File: config.mk
export PLATFORM = sky130hd
export DESIGN_NAME = display_scan_ctrl
export DESIGN_NICKNAME = d
export VERILOG_FILES = /design/src/rtl/solar_disp_pkg.sv /design/src/rtl/disp_next_ch.sv /design/src/rtl/display_scan_ctrl.sv
export SDC_FILE = /design/constraint.sdc
export NUM_CORES = 1
export LEC_CHECK = 0
export ABC_AREA = 1
export BUFFER_PORTS_ARGS = -buffer_cell sky130_fd_sc_hd__buf_2
export CAP_MARGIN = 5
export CORE_MARGIN = 2
export CORE_UTILIZATION = 45
export DETAILED_ROUTE_END_ITERATION = 16
export PLACE_DENSITY_LB_ADDON = 0.25
export SETUP_SLACK_MARGIN = 0.5
export SLEW_MARGIN = 20
export SYNTH_ARGS = -nofsm -noshare
export SYNTH_HDL_FRONTEND = slang
export SYNTH_HIERARCHICAL = 1
export SYNTH_SLANG_ARGS = --single-unit
File: constraint.sdc
create_clock -name clk -period 11.6 [get_ports clk]
set_clock_uncertainty 0.05 [all_clocks]
set_input_delay 0 -clock clk [delete_from_list [all_inputs] [get_ports clk]]
set_output_delay 0 -clock clk [all_outputs]
set_load 0.02 [all_outputs]
File: src/rtl/solar_disp_pkg.sv
// Shared channel codes, FSM encoding and helpers for the display scan sequencer.
package solar_disp_pkg;

  localparam int NUM_CH = 5;

  localparam logic [2:0] CH_VOLT = 3'd0;
  localparam logic [2:0] CH_CURR = 3'd1;
  localparam logic [2:0] CH_PWR  = 3'd2;
  localparam logic [2:0] CH_TEMP = 3'd3;
  localparam logic [2:0] CH_EFF  = 3'd4;

  localparam logic [1:0] ST_IDLE   = 2'd0;
  localparam logic [1:0] ST_SETTLE = 2'd1;
  localparam logic [1:0] ST_SHOW   = 2'd2;

  // Out-of-range manual requests fall back to the voltage channel.
  function automatic logic [2:0] clamp_ch(input logic [2:0] ch);
    return (ch > CH_EFF) ? CH_VOLT : ch;
  endfunction

endpackage

File: src/rtl/disp_next_ch.sv
// Circular search for the next unmasked channel after cur_ch_i.
module disp_next_ch
  import solar_disp_pkg::*;
(
  input  logic [2:0]        cur_ch_i,
  input  logic [NUM_CH-1:0] skip_mask_i,
  output logic [2:0]        next_ch_o,
  output logic              wrap_o,
  output logic              all_masked_o
);

  always_comb begin : search
    logic       found;
    logic [2:0] idx;
    found     = 1'b0;
    idx       = 3'd0;
    next_ch_o = cur_ch_i;
    for (int k = 1; k <= NUM_CH; k++) begin
      idx = 3'((int'(cur_ch_i) + k) % NUM_CH);
      if (!found && !skip_mask_i[idx]) begin
        next_ch_o = idx;
        found     = 1'b1;
      end
    end
    all_masked_o = &skip_mask_i;
    // A lone unmasked channel maps onto itself and still counts as a wrap.
    wrap_o = !all_masked_o && (next_ch_o <= cur_ch_i);
  end

endmodule

File: src/rtl/display_scan_ctrl.sv
// Drives the registered 5-to-1 display mux select and captures its output once settled.
module display_scan_ctrl
  import solar_disp_pkg::*;
#(
  parameter int DATA_W        = 12,
  parameter int SETTLE_CYCLES = 2,
  parameter int DWELL_CYCLES  = 1000
) (
  input  logic              clk,
  input  logic              rst,
  input  logic              enable,
  input  logic              manual,
  input  logic [2:0]        manual_sel,
  input  logic [NUM_CH-1:0] skip_mask,
  input  logic              hold,
  input  logic [DATA_W-1:0] mux_data,
  output logic [2:0]        sel,
  output logic [DATA_W-1:0] disp_data,
  output logic [2:0]        disp_ch,
  output logic              disp_valid,
  output logic              frame_start,
  output logic              busy
);

  localparam int CNT_MAX = (SETTLE_CYCLES > DWELL_CYCLES) ? SETTLE_CYCLES : DWELL_CYCLES;
  localparam int CNT_W   = $clog2(CNT_MAX + 1);
  localparam logic [CNT_W-1:0] SETTLE_LAST = CNT_W'(SETTLE_CYCLES - 1);
  localparam logic [CNT_W-1:0] DWELL_LAST  = CNT_W'(DWELL_CYCLES - 1);

  logic [1:0]        state_q, state_d;
  logic [CNT_W-1:0]  cnt_q, cnt_d;
  logic [2:0]        sel_q, sel_d;
  logic [DATA_W-1:0] data_q, data_d;
  logic [2:0]        ch_q, ch_d;
  logic              valid_q, valid_d;
  logic              frame_q, frame_d;
  logic              busy_q;

  logic [2:0] nxt_ch, start_ch, man_ch;
  logic       nxt_wrap, nxt_all_masked;
  logic       start_wrap, start_all_masked;
  logic       unused_start_wrap;

  disp_next_ch u_next (
    .cur_ch_i     (sel_q),
    .skip_mask_i  (skip_mask),
    .next_ch_o    (nxt_ch),
    .wrap_o       (nxt_wrap),
    .all_masked_o (nxt_all_masked)
  );

  // Searching onward from the last channel yields the lowest unmasked one.
  disp_next_ch u_start (
    .cur_ch_i     (CH_EFF),
    .skip_mask_i  (skip_mask),
    .next_ch_o    (start_ch),
    .wrap_o       (start_wrap),
    .all_masked_o (start_all_masked)
  );

  assign unused_start_wrap = start_wrap;
  assign man_ch            = clamp_ch(manual_sel);

  always_comb begin
    state_d = state_q;
    cnt_d   = cnt_q;
    sel_d   = sel_q;
    data_d  = data_q;
    ch_d    = ch_q;
    valid_d = 1'b0;
    frame_d = 1'b0;
    if (!enable) begin
      state_d = ST_IDLE;
      cnt_d   = '0;
    end else begin
      case (state_q)
        ST_IDLE: begin
          if (manual) begin
            sel_d   = man_ch;
            cnt_d   = '0;
            state_d = ST_SETTLE;
          end else if (!start_all_masked) begin
            sel_d   = start_ch;
            cnt_d   = '0;
            state_d = ST_SETTLE;
          end
        end
        ST_SETTLE: begin
          if (cnt_q == SETTLE_LAST) begin
            data_d  = mux_data;
            ch_d    = sel_q;
            valid_d = 1'b1;
            cnt_d   = '0;
            state_d = ST_SHOW;
          end else begin
            cnt_d = cnt_q + 1'b1;
          end
        end
        ST_SHOW: begin
          if (manual && (man_ch != sel_q)) begin
            sel_d   = man_ch;
            cnt_d   = '0;
            state_d = ST_SETTLE;
          end else if (!hold) begin
            if (cnt_q == DWELL_LAST) begin
              cnt_d = '0;
              if (manual) begin
                sel_d   = man_ch;
                state_d = ST_SETTLE;
              end else if (nxt_all_masked) begin
                state_d = ST_IDLE;
              end else begin
                sel_d   = nxt_ch;
                frame_d = nxt_wrap;
                state_d = ST_SETTLE;
              end
            end else begin
              cnt_d = cnt_q + 1'b1;
            end
          end
        end
        default: begin
          state_d = ST_IDLE;
          cnt_d   = '0;
        end
      endcase
    end
  end

  always_ff @(posedge clk or posedge rst) begin
    if (rst) begin
      state_q <= ST_IDLE;
      cnt_q   <= '0;
      sel_q   <= '0;
      data_q  <= '0;
      ch_q    <= '0;
      valid_q <= 1'b0;
      frame_q <= 1'b0;
      busy_q  <= 1'b0;
    end else begin
      state_q <= state_d;
      cnt_q   <= cnt_d;
      sel_q   <= sel_d;
      data_q  <= data_d;
      ch_q    <= ch_d;
      valid_q <= valid_d;
      frame_q <= frame_d;
      busy_q  <= (state_d != ST_IDLE);
    end
  end

  assign sel         = sel_q;
  assign disp_data   = data_q;
  assign disp_ch     = ch_q;
  assign disp_valid  = valid_q;
  assign frame_start = frame_q;
  assign busy        = busy_q;

endmodule

==> metrics.cfg, run 1 <==
[run_status]
status = finished, final reports clean

[pwr]
ir_drop_v = 0.000153
powerDensity_nw_per_um2 = 214
p_leak_nw = 3.20
p_total_mw = 1.28

[floorplanning]
chipHeight_um = 113
dieArea_um2 = 12700
ios = 46
chipWidth_um = 113
initial_core_util_pct = 46.4
coreArea_um2 = 11500
rows = 39

[sta]
period_minus_slack_ns = 4.97
rsz0062_at_grt = no
report.final.slew_viol_count = 0
finalSetupViolCount = 0
tightest_slew_ns = 0.779
hold_viol = 0
fmax_mhz = 201
relSlewSlack_pct = 48.0
hold_slack_ns = 0.0799
setup_slack_ns = 6.63
setup_tns_ns = 0
min_period_over_period_pct = 42.8

[global_route]
grt_pass1_wl_mm = 21.1
grt_pass1_vias = 4743
grt_max_degree = 34
grtUsageTotal_pct = 19.5
antenna_found_initial = 0
gr-total-overflow = 0

[setup_path]
reg2reg_slack_ns = 6.63
required_ns = 11.76
crit_path_start = sel[0]
crit_fanout = 22
crit_top_cell = nand2_1
critical_path.top_delay_family = simple AND/OR/NAND/NOR gates
r2r-start = sel[0]
max_stage_delay_ns = 0.84
cp-endpoint = frame_start
arrival_ns = 5.12
cp-start-kind = flop
r2r_end = frame_start
critPathBufInv = 2
crit_path_end_kind = flop
critPathKind = reg2reg
reg2regPathDepth = 26
crit_cells = 26
slowest_stage = dfrtp_1

[clock_network]
htree_levels = 2
cts_tree = built
post_cts_resized = 0
clock_sinks = 33
clk_path_buf_depth = 2
cts_setup_buffers = 0
cts-buffers-inserted = 5
cts-root-buf = clkbuf_16
insertion_delay_ns = 0.28
clk_pin_slew_ns = 0.06
holdBufCountCts = 14

[yosys]
syn_area_um2 = 5330
ys_warn_count = 6
syn_area_per_cell_um2 = 6.61
synthCells = 806

[place]
io_buffer_count = 45
place_congestion = 0.866
hpwl_mm = 9.44
dp.cells = 1004
dp_worst_setup_slack_ns = 6.69

[routing]
routedWlPerCell_um = 11.8
via_per_inst = 4.99
ant_nets = 0
drc = 0
first_pass_iters = 7
first_iter_violations = 340
vias = 5119
wl_mm = 12.2

[final_layout]
regArea_um2 = 826
n_fill_cell = 1142
antenna_cells = 0
final_cells = 1026
nNetsFinal = 966
syn_to_final_growth_pct = 12.7
multi_input_area_um2 = 4020
drive_gt1_share_pct = 21.2

[job]
maxCapViolations = 0

[hold_path]
holdCritPathClass = in2reg
hold_depth = 4

worst register-to-register path, cell delays in order (launching register included):
cell	delay [ns]
dfrtp_1	0.84
inv_2	0.25
ha_1	0.53
ha_1	0.29
nor2_1	0.11
nand2_2	0.08
nand2_1	0.09
xor2_1	0.30
ha_1	0.24
nand2_1	0.08
nand2_2	0.09
nand3_1	0.12
nand2_2	0.17
nand2_1	0.06
nand3_1	0.06
nand2_1	0.07
a21oi_2	0.16
nand4_4	0.15
nand2_1	0.09
inv_1	0.05
a21oi_2	0.15
ha_1	0.27
a21oi_1	0.12
o21ai_0	0.09
a21oi_1	0.14
nand4_1	0.11
nor2_1	0.13
per-stage QoR:
step	instance area, um^2	utilization (%)
4_1_cts	6000	52.3
6_report	6000	52.3
3_5_place_dp	5720	49.9
5_1_grt	6000	52.3
3_3_place_gp	5720	49.9
2_1_floorplan	5410	-
metal layers:
metal | routed length [um] | global-route usage [%]
met1 | 5790 | 25.7
met5 | 0 | 0
met2 | 5830 | 34.5
met3 | 335 | 1.87
met4 | 194 | 4.55
report_power, final:
part / total [mW] / switching (mW) / internal (mW)
Sequential: 0.161 / 0.0249 / 0.137
Clock: 0.130 / 0.0516 / 0.0787
Combinational: 0.990 / 0.642 / 0.348
Total: 1.28 / 0.719 / 0.563
cell type report:
cell class,instances,share of cell area (%)
multi-input combinational,659,67.0
sequential,33,13.8
inverter,123,7.71
timing repair buffer,60,6.21
tap,143,2.98
clock buffer,5,2.09
clock inverter,3,0.292
state kept, by name, summed over array words and instances (netlist names):
signal and flops:
state_q 2, sel 3, disp_valid 1, disp_data 12, busy 1, cnt_q 10, frame_start 1, disp_ch 3
layout by cell type (no fill, tap or decap), drive strengths merged, types with 5 or more instances in the layout:
cell / count
clkbuf: 5
buf: 46
dfrtp: 33
inv: 121
nand3: 111
ha: 58
nand3b: 7
mux2: 13
nand2: 246
o211ai: 8
dlygate4sd3: 14
nor3: 9
conb: 25
a21oi: 28
nand4: 20
o21ai: 43
xor2: 10
nor2: 64
worst min-delay path by stage:
stage	start	end	slack, ns
3_3_place_gp	rst	cnt_q[0]	0.06
4_1_cts	hold	frame_start	0.07
2_1_floorplan	rst	busy	0.08
6_report	hold	frame_start	0.08
3_5_place_dp	rst	cnt_q[0]	0.07
5_1_grt	hold	frame_start	0.1
No activity file was read; power rests on OpenSTA's default activity.
==> run 2: changes to the inputs <==
--- a/config.mk
+++ b/config.mk
@@ -5,7 +5,7 @@
 export SDC_FILE = /design/constraint.sdc
 export NUM_CORES = 1
 export LEC_CHECK = 0
-export ABC_AREA = 1
+export ABC_AREA = 0
 export BUFFER_PORTS_ARGS = -buffer_cell sky130_fd_sc_hd__buf_2
 export CAP_MARGIN = 5
 export CORE_MARGIN = 2
==> constraint.sdc (replaced) <==
create_clock -name clk -period 4 [get_ports clk]
set_clock_uncertainty 0.05 [all_clocks]
set_input_delay 0 -clock clk [delete_from_list [all_inputs] [get_ports clk]]
set_output_delay 0 -clock clk [all_outputs]
set_load 0.02 [all_outputs]
==> run 2 against run 1 <==
Power grew to 5.4 times the previous value. Cell area is 28% higher. Sequential share of layout area is 3.0 points lower. Maximum frequency is 10% higher. Critical path type unchanged. Critical endpoint unchanged. The flow now finishes with violations (setup timing). Count of clock-buffer cells in the layout is 1 higher. Non-clock buffer count is 106 higher.
==> metrics.cfg, run 2 <==
[sta]
report.final.slew_viol_count = 0  ; unchanged
finalSetupViolCount = 4  ; +4
hold_slack_ns = 0.126  ; +0.0458 ns
rsz0062_at_grt = yes
min_period_over_period_pct = 112  ; +70 points
setup_tns_ns = -0.835  ; -0.835 ns
period_minus_slack_ns = 4.50  ; -0.470 ns
tightest_slew_ns = 0.573  ; -0.207 ns
setup_slack_ns = -0.497  ; -7.13 ns
hold_viol = 0  ; unchanged
fmax_mhz = 222  ; +10%
relSlewSlack_pct = 61.6  ; +14 points

[setup_path]
crit_fanout = 6  ; -73%
critical_path.top_delay_family = compound AO/OA/AOI/OAI gates
critPathKind = reg2reg
crit_path_end_kind = flop
slowest_stage = dfrtp_2
cp-start-kind = flop
arrival_ns = 4.63  ; -0.49 ns
critPathBufInv = 5  ; +3
path_cells = inv_4 > ha_4 > buf_6 > ha_4 > and3b_2 > a221oi_4 > buf_4 > a21oi_1 > a211oi_2 > nand4_1 > nand4_4 > nor3_4 > buf_6 > a221oi_4 > a2bb2oi_2 > ha_2 > inv_1 > a21o_1 > a21oi_2 > a31oi_1 > nor2_1 > nand4_1 > nor4_2
max_stage_delay_ns = 0.46  ; -0.38 ns
required_ns = 4.13  ; -7.63 ns

[pwr]
p_total_mw = 6.97  ; +440%
p_leak_nw = 3.42  ; +7.0%
powerDensity_nw_per_um2 = 905  ; +320%
ir_drop_v = 0.000389  ; +150%

[routing]
drc = 0  ; unchanged
first_iter_violations = 362  ; +6.5%
ant_nets = 0  ; unchanged
wl_mm = 16.8  ; +38%
vias = 5992  ; +17%
routedWlPerCell_um = 16.4  ; +39%
via_per_inst = 5.88  ; +18%
first_pass_iters = 5  ; -2

[yosys]
synthCells = 689  ; -15%
syn_area_per_cell_um2 = 8.44  ; +28%
syn_area_um2 = 5810  ; +9.1%
ys_warn_count = 6  ; unchanged

[floorplanning]
coreArea_um2 = 12600  ; +10%
rows = 41  ; +5.1%
ios = 46  ; unchanged
chipHeight_um = 118  ; +4.3%
chipWidth_um = 118  ; +4.3%
dieArea_um2 = 13800  ; +8.8%
initial_core_util_pct = 46.1  ; -0.38 points

[final_layout]
largest_register_ffs = 12  ; unchanged
layout_commonest_cell = buf_4
final_cell_mix = buf_4 (99), nand2_1 (51), buf_2 (45), ha_1 (44), nor2_1 (43)
syn_to_final_growth_pct = 32.5
antenna_cells = 0  ; unchanged
nNetsFinal = 930  ; -3.7%
utilization_pct = 61.0  ; +8.7 points
drive_gt1_share_pct = 36.2  ; +15 points

[run_status]
violations = setup timing
status = finished with violations

[clock_network]
htree_levels = 2  ; unchanged
clk_path_buf_depth = 2  ; unchanged
cts-root-buf = clkbuf_16
cts_tree = built
insertion_delay_ns = 0.28  ; about the same
clk_pin_slew_ns = 0.05  ; about the same
clock_sinks = 33  ; unchanged
cts-buffers-inserted = 5  ; unchanged

[place]
io_buffer_count = 45  ; unchanged
hpwl_mm = 12.0  ; +27%
place_congestion = 0.850  ; -1.9%
dp_worst_setup_slack_ns = -0.732  ; -7.42 ns

[global_route]
grt_pass1_wl_mm = 27.6  ; +30%
grt_pass1_vias = 5859  ; +24%
gr-total-overflow = 0  ; unchanged
antenna_found_initial = 0  ; unchanged
grt_max_degree = 34  ; unchanged
grtUsageTotal_pct = 23.4  ; +3.9 points

[hold_path]
holdCritPathClass = in2reg

[job]
maxCapViolations = 0  ; unchanged

-- run 2: cell types whose count changed in the layout (fill, tap and decap cells not counted), moves of 11 or more --
cell / previous run / this run
inv_1: 107 / 37
mux2i_1: 0 / 21
ha_4: 0 / 12
buf_4: 1 / 99
nand2_2: 47 / 2
nand2_1: 191 / 51
nand3_1: 100 / 22
xnor2_1: 2 / 13
ha_1: 58 / 44
nand2b_1: 0 / 11
-- run 2: worst min-delay path, stage by stage --
cell and delay [ns]:
buf_2 0.12, nand3b_1 0.08, o21ai_1 0.07, mux2_2 0.15
-- run 2: stage by stage --
| stage | cells | cell area [um^2] |
|---|---|---|
| after floorplan | 709 | 6080 |
| after global placement | 976 | 6920 |
| after detailed placement | 976 | 6920 |
| after CTS | 1007 | 7380 |
| after global routing | 1019 | 7700 |
| final | 1019 | 7700 |
-- run 2: repair_timing --
action	4_1_cts	5_1_grt
hold buffers	16	0
gates resized for setup	24	37
buffers inserted	7	12
setup endpoints to repair	4	4
pin swaps	19	28
hold endpoints to repair	46	0
-- run 2: per-layer routing --
layer | global-route usage, % | vias up | part of all wire, %
met3 | 2.28 | 39 | 4.6
met5 | 0 | - | 0
met2 | 43.4 | 194 | 51
li1 | - | 2854 | -
met4 | 6.17 | 0 | 2.3
met1 | 28.7 | 2905 | 42
-- run 2: path summary, 6_finish.rpt --
path                          startpoint  cells past startpoint  slack (ns)      endpoint
setup / recovery                  sel[1]                     23       -0.50   frame_start
hold / removal             manual_sel[1]                      4        0.13        sel[1]
setup reg to reg                  sel[1]                     23       -0.50   frame_start
hold reg to reg             disp_data[9]                      1        0.45  disp_data[9]
max in group asynchronous            rst                      4        3.26        sel[0]
min in group asynchronous            rst                      4        0.31      cnt_q[7]
-- run 2: cell type report --
| type | count | area, um^2 |
|---|---|---|
| Multi-Input combinational cell | 591 | 5120 |
| Tap cell | 172 | 215 |
| Fill cell | 1110 | 4920 |
| Timing Repair Buffer | 166 | 1200 |
| Inverter | 49 | 196 |
| Sequential cell | 33 | 830 |
| Clock buffer | 6 | 129 |
| Clock inverter | 2 | 10.0 |
-- run 2: power breakdown --
group          internal [mW]  switching (mW)  total (mW)
Clock                  0.228           0.136       0.364
Combinational           3.17            3.00        6.16
Sequential             0.391          0.0531       0.444
